## src/rtl/shift_rotate_sequencer.sv

```systemverilog
// Iterative shift/rotate unit: applies a 32-bit SHL/SHR/SHRA/ROL/ROR request
// at most STEP bit positions per clock, with a start/busy/done handshake.
module shift_rotate_sequencer #(
    parameter int unsigned STEP = 4
) (
    input  logic        clock,
    input  logic        clear,
    input  logic        start,
    input  logic [2:0]  op,
    input  logic [31:0] A,
    input  logic [31:0] B,
    output logic        busy,
    output logic        done,
    output logic [31:0] result
);

    typedef enum logic [1:0] {
        IDLE,
        RUN,
        DONE
    } state_t;

    typedef enum logic [2:0] {
        OP_SHL  = 3'd0,
        OP_SHR  = 3'd1,
        OP_SHRA = 3'd2,
        OP_ROL  = 3'd3,
        OP_ROR  = 3'd4
    } op_t;

    localparam logic [4:0] STEP_AMT = 5'(STEP);

    state_t      state, state_n;
    op_t         op_q, op_n;
    logic [31:0] w, w_n;
    logic [4:0]  rem, rem_n;
    logic [31:0] result_n;
    logic [4:0]  step_n;
    logic [31:0] stepped;
    logic        unused_b_hi;

    // Only the low five bits of the amount matter (amount mod 32).
    assign unused_b_hi = ^B[31:5];

    assign step_n = (rem < STEP_AMT) ? rem : STEP_AMT;

    // One partial step; step_n is never zero while in RUN, so the rotate
    // complement shift stays within 1..31.
    always_comb begin
        stepped = w;
        case (op_q)
            OP_SHL:  stepped = w << step_n;
            OP_SHR:  stepped = w >> step_n;
            OP_SHRA: stepped = $unsigned($signed(w) >>> step_n);
            OP_ROL:  stepped = (w << step_n) | (w >> (6'd32 - {1'b0, step_n}));
            OP_ROR:  stepped = (w >> step_n) | (w << (6'd32 - {1'b0, step_n}));
            default: stepped = w;
        endcase
    end

    always_comb begin
        state_n  = state;
        op_n     = op_q;
        w_n      = w;
        rem_n    = rem;
        result_n = result;
        case (state)
            IDLE, DONE: begin
                if (start) begin
                    w_n   = A;
                    op_n  = op_t'(op);
                    rem_n = B[4:0];
                    if (B[4:0] == 5'd0 || op > 3'd4) begin
                        state_n  = DONE;
                        result_n = A;
                    end else begin
                        state_n = RUN;
                    end
                end else begin
                    state_n = IDLE;
                end
            end
            RUN: begin
                w_n   = stepped;
                rem_n = rem - step_n;
                if (rem == step_n) begin
                    state_n  = DONE;
                    result_n = stepped;
                end
            end
            default: state_n = IDLE;
        endcase
    end

    always_ff @(posedge clock) begin
        if (!clear) begin
            state  <= IDLE;
            op_q   <= OP_SHL;
            w      <= '0;
            rem    <= '0;
            result <= '0;
        end else begin
            state  <= state_n;
            op_q   <= op_n;
            w      <= w_n;
            rem    <= rem_n;
            result <= result_n;
        end
    end

    assign busy = (state == RUN);
    assign done = (state == DONE);

endmodule

```

## config.mk

```make
export PLATFORM = sky130hd
export DESIGN_NAME = shift_rotate_sequencer
export DESIGN_NICKNAME = d
export VERILOG_FILES = /design/src/rtl/shift_rotate_sequencer.sv
export SDC_FILE = /design/constraint.sdc
export NUM_CORES = 1
export LEC_CHECK = 0
export CAP_MARGIN = 0
export CORE_MARGIN = 1.5
export CORE_UTILIZATION = 40
export CTS_CLUSTER_DIAMETER = 30
export DETAILED_ROUTE_END_ITERATION = 6
export HOLD_SLACK_MARGIN = 0.12
export SLEW_MARGIN = 15
export SYNTH_ARGS = -nofsm -noshare
export SYNTH_HDL_FRONTEND = slang
export SYNTH_SLANG_ARGS = --single-unit
export TNS_END_PERCENT = 100
```

## constraint.sdc

```tcl
create_clock -name clock -period 8.2 [get_ports clock]
set_input_delay 0.82 -clock clock [delete_from_list [all_inputs] [get_ports clock]]
set_output_delay 0.82 -clock clock [all_outputs]
set_load 0.01 [all_outputs]
```

==> impl_metrics.py, run 1 <==
metrics = {
    "cts": {
        "postCtsSetupRepairBufs": 0,
        "insertion_delay_ns": 0.34,
        "cts_root_buffer": "clkbuf_16",
        "path_clk_slew_ns": 0.07,
        "cts_tree": "built",
        "h-tree-depth": 3,
        "clock_path_buffers": 2,
        "cts_sinks": 74,
        "numCtsBuffers": 9,
        "cts_resized": 0,
        "hold_buffers": 0,
    },
    "cells_and_area": {
        "mostFrequentLayoutCell": "nand2_1",
        "final_nets": 1128,
        "most-common-layout-cells": "157 x nand2_1, 87 x a21oi_1, 79 x nor2_1, 77 x o21ai_0, 75 x clkdlybuf4s50_1",
        "drive_above_1_share": 0.09048,
        "finalNonFillerCells": 1290,
        "area_growth_syn_to_layout_pct": 15.11,
        "antenna_cells": 0,
    },
    "min_path": {
        "holdPathEnd": "result[8]$_SDFFE_PN0P_",
        "hp-start": "result[8]$_SDFFE_PN0P_",
        "hold_class": "reg2reg",
        "holdPathStages": 2,
    },
    "power_and_ir_drop": {
        "power.density_nw_per_um2": 191.0,
        "leakage_nw": 3.169,
        "total_power_mw": 1.640,
        "peakVddDrop_mv": 0.1105,
    },
    "floorplanning": {
        "std_cell_rows": 49,
        "initial_utilization": 0.4110,
        "die_area_sq_um": 19470,
        "ios": 104,
        "core_area_sq_um": 18150,
        "die_w_microns": 139.6,
        "die_h_microns": 139.6,
    },
    "worst_setup_path": {
        "start_kind": "register",
        "rr_worst_depth": 10,
        "worstPathRequired_ns": 8.38,
        "r2r_start": "rem[2]$_SDFFE_PN0P_",
        "arrival_ns": 4.86,
        "crit_type": "reg2reg",
        "r2r-end": "result[12]$_SDFFE_PN0P_",
        "cp-startpoint": "rem[2]$_SDFFE_PN0P_",
        "endpoint_kind": "register",
        "path_max_fanout": 38,
        "ff2ff_setup_slack_ns": 3.52,
    },
    "detailed_routing": {
        "firstDrtPassIters": 7,
        "route.met2.wl_mm": 14.94,
        "wl_met1_mm": 16.01,
        "finalWirelength_mm": 37.28,
        "drt_iter0_drc": 1305,
        "via_per_inst": 7.050,
        "ant_nets": 0,
        "wl_per_cell_microns": 28.90,
        "wl_met3_mm": 4.305,
        "via_count": 9095,
        "top_layer_used": "met5",
        "drcViolationCount": 0,
    },
    "global_routing": {
        "grt_max_degree": 59,
        "grt_pass1_vias": 8358,
        "grt_overflow": 0,
        "grt_pass1_wl_mm": 55.66,
        "antenna_found_initial": 1,
        "grt_usage": 0.3798,
    },
    "sta": {
        "final-setup-viol-count": 0,
        "hold_viol": 0,
        "worst-slew-pin-transition_ns": 1.097,
        "grt_setup_unrepaired": "no",
        "relSlewSlack": 0.2619,
        "fmax_mhz": 213.9,
        "finalCritPeriodShare": 0.5702,
        "clock_skew_ns": 0.009995,
        "fin_crit_ns": 4.676,
        "slew_viol_final": 0,
        "finalWorstSetupSlack_ns": 3.524,
        "tns_ns": 0,
    },
    "placed_design": {
        "finalWeightedCongestion": 1.024,
        "hpwl_mm": 25.63,
        "numPortBuffers": 76,
        "dp.cells": 1274,
        "place_ws_ns": 3.702,
    },
    "synthesis": {
        "async_flop_share": 0,
        "ys.flop_type": "dfxtp_1",
        "syn_nets": 1131,
        "synth.distinct_cells": 77,
        "synth_cells": 1059,
        "syn_area_per_cell_sq_um": 7.043,
        "ys_ff_latch": 74,
        "yosys_warnings": 0,
        "ys_seq_area_frac": 0.1986,
        "synth_edf_count": 0,
        "syn_area_sq_um": 7458,
    },
    "outcome": {
        "outcome": "complete, no violations",
    },
    "run": {
        "drv_cap": 0,
    },
}
Yosys cell counts (4+ instances only):
cell type | instances | area share
buf_2 | 20 | 0.013
o31ai_1 | 6 | 0.0060
and3_1 | 10 | 0.0084
a22oi_1 | 8 | 0.0081
nand2b_1 | 4 | 0.0034
o211ai_1 | 30 | 0.030
a31oi_1 | 23 | 0.019
o2bb2ai_1 | 4 | 0.0047
a21oi_1 | 87 | 0.058
a211oi_1 | 23 | 0.023
mux2i_1 | 66 | 0.089
or3_1 | 9 | 0.0075
o32ai_1 | 5 | 0.0059
nand3_1 | 51 | 0.034
a221oi_1 | 10 | 0.012
mux4_2 | 10 | 0.030
nand4_1 | 8 | 0.0067
o221ai_1 | 14 | 0.016
nand2_1 | 157 | 0.079
o22ai_1 | 11 | 0.0092
a221o_1 | 4 | 0.0054
buf_4 | 6 | 0.0060
nor2_1 | 79 | 0.040
and2_1 | 11 | 0.0092
a311oi_1 | 4 | 0.0047
inv_1 | 10 | 0.0050
dfxtp_1 | 74 | 0.20
o21a_1 | 4 | 0.0040
buf_1 | 13 | 0.0065
clkbuf_1 | 78 | 0.039
a22o_1 | 4 | 0.0047
mux2_2 | 22 | 0.033
nor3b_1 | 4 | 0.0040
nor2b_1 | 7 | 0.0059
nor3_1 | 18 | 0.012
o2111ai_1 | 5 | 0.0059
o21ai_0 | 77 | 0.052
a2111oi_0 | 5 | 0.0059
nor4_1 | 4 | 0.0034
o41ai_1 | 8 | 0.0094
or4_1 | 4 | 0.0040
cells by family after synthesis:
group                    Yosys count  share of synthesized area
flip-flops                        74                     0.1986
AND/OR/NAND/NOR                  385                     0.2441
AO/OA/AOI/OAI                    367                     0.3266
XOR/XNOR                           3                   0.003524
adder cells (fa/ha/maj)            2                   0.003355
other                              1                  0.0005028
multiplexers                      98                     0.1520
buffers and inverters            129                    0.07130
worst max path at each step:
stage                              endpoint  depth (start not counted)
finish              result[12]$_SDFFE_PN0P_                         10
global route              w[0]$_SDFFE_PN0P_                         11
CTS                 result[12]$_SDFFE_PN0P_                         10
detailed placement  result[14]$_SDFFE_PN0P_                         11
global placement    result[12]$_SDFFE_PN0P_                         10
floorplan           result[12]$_SDFFE_PN0P_                         14
state kept, by name, indices dropped and copies added (netlist names):
name,count
result,32
w,32
rem,5
op_q,3
state,2
report_power, final:
part	switching, mW	internal [mW]
Combinational	0.450	0.243
Clock	0.167	0.299
Sequential	0.0857	0.396
metal layers:
layer  vias up  GRT usage
met4         2     0.1895
met5         -          0
met1      4338     0.5447
met2       633     0.5234
met3       129    0.09360
li1       3993          -
layout make-up:
type                       instances  area [sq um]
fill                            1863          9562
multi-input combinational        856          5469
sequential                        74          1483
timing repair buffer             103         958.4
tap                              229         286.5
clock buffer                      10         229.0
clock inverter                     6         115.1
inverter                          12         45.04
stage by stage:
stage                     hold WS, ns  instance area (sq um)    util
final                          0.4639                   8586  0.4731
after floorplan                0.4762                   7458       -
after CTS                      0.4703                   8582  0.4729
after detailed placement       0.4529                   8238  0.4539
after global placement         0.4489                   8238  0.4539
after global routing           0.4871                   8586  0.4731
critical path, cell delays in order (launching register included):
cell       delay, ns
dfxtp_1         0.53
nor4b_4         0.35
buf_4           0.57
inv_2           0.08
ha_1            0.45
nor4_1          0.47
or2_2           0.58
mux2_2          0.30
o31ai_1         0.09
a2111oi_0       0.86
o21ai_0         0.23
No activity file was read; power rests on OpenSTA's default activity.
==> run 2, diff against run 1 <==
- clock period: 8.2 -> 4.4 ns (I/O delays scaled with it)
==> run 2 against run 1 <==
  * Register-to-register slack worse by 3.1 ns
  * Count of clock-buffer cells in the layout up 1
  * Non-clock buffer count is 21 higher
  * Sequential cell count did not move
  * Combinational power grew 93%
  * Cell area rose by 1.2%
  * Fmax rose by 19%
  * Worst setup slack worse by 3.1 ns
  * Sequential share of layout area shrank 0.21 points
  * Critical path depth unchanged
  * Critical endpoint unchanged
==> impl_metrics.py, run 2 (synthesized netlist as in run 1, its figures left out) <==
metrics = {
    "cells_and_area": {
        "mostFrequentLayoutCell": "nand2_1",
        "reg_top3": "result: 32 flops, w: 32 flops, rem: 5 flops",
        "fill_cells": 1881,
        "multi_input_area_sq_um": 5465,
        "antenna_cells": 0,
        "seqCellArea_sq_um": 1483,
        "area_growth_syn_to_layout_pct": 16.51,
        "most-common-layout-cells": "157 x nand2_1, 87 x a21oi_1, 79 x nor2_1, 77 x o21ai_0, 75 x clkdlybuf4s50_1",
        "drive_above_1_share": 0.1072,
        "final_nets": 1149,
    },
    "sta": {
        "worst-slew-pin-transition_ns": 0.9126,
        "finalWorstSetupSlack_ns": 0.4548,
        "grt_setup_unrepaired": "no",
        "fmax_mhz": 253.5,
        "fin_crit_ns": 3.945,
        "slew_viol_final": 0,
        "finalCritPeriodShare": 0.8966,
        "clock_skew_ns": 0.009288,
        "final-setup-viol-count": 0,
        "relSlewSlack": 0.3742,
        "tns_ns": 0,
        "hold_viol": 0,
    },
    "cts": {
        "numCtsBuffers": 9,
        "path_clk_slew_ns": 0.06,
        "postCtsSetupRepairBufs": 0,
        "hold_buffers": 0,
        "cts_sinks": 74,
        "cts_root_buffer": "clkbuf_16",
        "clock_path_buffers": 2,
        "h-tree-depth": 3,
        "insertion_delay_ns": 0.35,
        "cts_tree": "built",
        "cts_resized": 0,
    },
    "global_routing": {
        "grt_overflow": 0,
        "grt_pass1_wl_mm": 55.98,
        "grt_max_degree": 56,
        "grt_usage": 0.3822,
        "grt_pass1_vias": 8380,
        "antenna_found_initial": 0,
    },
    "placed_design": {
        "numPortBuffers": 76,
        "finalWeightedCongestion": 1.033,
        "place_ws_ns": 0.6441,
        "hpwl_mm": 26.85,
    },
    "min_path": {
        "hold_class": "reg2reg",
    },
    "worst_setup_path": {
        "path_max_fanout": 54,
        "endpoint_kind": "register",
        "arrival_ns": 4.17,
        "start_kind": "register",
        "crit_type": "reg2reg",
        "worstPathRequired_ns": 4.63,
    },
    "detailed_routing": {
        "drt_iter0_drc": 1580,
        "ant_nets": 0,
        "wl_per_cell_microns": 28.69,
        "via_per_inst": 7.018,
        "finalWirelength_mm": 37.62,
        "via_count": 9201,
        "firstDrtPassIters": 6,
        "drcViolationCount": 0,
    },
    "power_and_ir_drop": {
        "peakVddDrop_mv": 0.2054,
        "power.density_nw_per_um2": 338.3,
        "leakage_nw": 3.242,
    },
    "floorplanning": {
        "ios": 104,
        "die_w_microns": 139.6,
        "die_h_microns": 139.6,
        "die_area_sq_um": 19470,
        "core_area_sq_um": 18150,
        "initial_utilization": 0.4110,
        "std_cell_rows": 49,
    },
    "outcome": {
        "outcome": "complete, no violations",
    },
    "run": {
        "drv_cap": 0,
    },
}
-- run 2: cell types whose count changed in the layout (fill, tap and decap cells not counted), sizes merged --
cell,before,now
clkinvlp,1,4
clkbuf,10,11
clkinv,3,1
inv,11,12
buf,28,49
bufinv,3,0
-- run 2: worst paths after layout --
path                               start                      end  slack (ns)  cells past startpoint
hold reg to reg   result[8]$_SDFFE_PN0P_   result[8]$_SDFFE_PN0P_        0.46                      2
setup reg to reg     rem[2]$_SDFFE_PN0P_  result[12]$_SDFFE_PN0P_        0.45                     10
setup / recovery     rem[2]$_SDFFE_PN0P_  result[12]$_SDFFE_PN0P_        0.45                     10
hold / removal    result[8]$_SDFFE_PN0P_   result[8]$_SDFFE_PN0P_        0.46                      2
-- run 2: stage by stage --
| stage | utilization | area (sq um) | hold slack (ns) | cells | total power, mW |
|---|---|---|---|---|---|
| finish | 0.4788 | 8690 | 0.4644 | 1311 | 2.939 |
| global route | 0.4788 | 8690 | 0.4762 | 1311 | 3.047 |
| CTS | 0.4788 | 8690 | 0.4636 | 1311 | 2.882 |
| floorplan | - | 7458 | 0.4762 | 1059 | 1.641 |
| global placement | 0.4633 | 8408 | 0.4481 | 1295 | 2.187 |
| detailed placement | 0.4633 | 8408 | 0.4491 | 1295 | 2.177 |
-- run 2: layout make-up --
| class | count | share of cell area |
|---|---|---|
| well taps | 229 | 0.03297 |
| flip-flops and latches | 74 | 0.1706 |
| clock inverters | 5 | 0.004464 |
| multi-input cells | 856 | 0.6289 |
| inverters | 12 | 0.005184 |
| clock buffers | 11 | 0.02793 |
| repair buffers | 124 | 0.1299 |
-- run 2: power by group --
group / total [mW] / leakage (nW) / internal (mW) / switching [mW]
logic: 1.34 / 2.51 / 0.485 / 0.850
registers: 0.896 / 0.610 / 0.738 / 0.158
clock network: 0.708 / 0.124 / 0.399 / 0.309
total: 2.94 / 3.24 / 1.62 / 1.32
-- run 2: per-layer routing --
layer	vias up	global-route usage	part of all wire
met5	-	0	0
met4	0	0.1673	0.047
met3	132	0.09119	0.13
met2	732	0.5410	0.40
met1	4319	0.5471	0.42
li1	4018	-	-
-- run 2: critical path: stages (launching register included) --
cell and delay, ns:
dfxtp_1 0.76, nor4b_4 0.12, inv_2 0.09, buf_4 0.64, mux2i_1 0.55, nand2_1 0.14
o211ai_1 0.25, o31ai_1 0.15, a2111oi_0 0.78, buf_4 0.23, o21ai_0 0.09
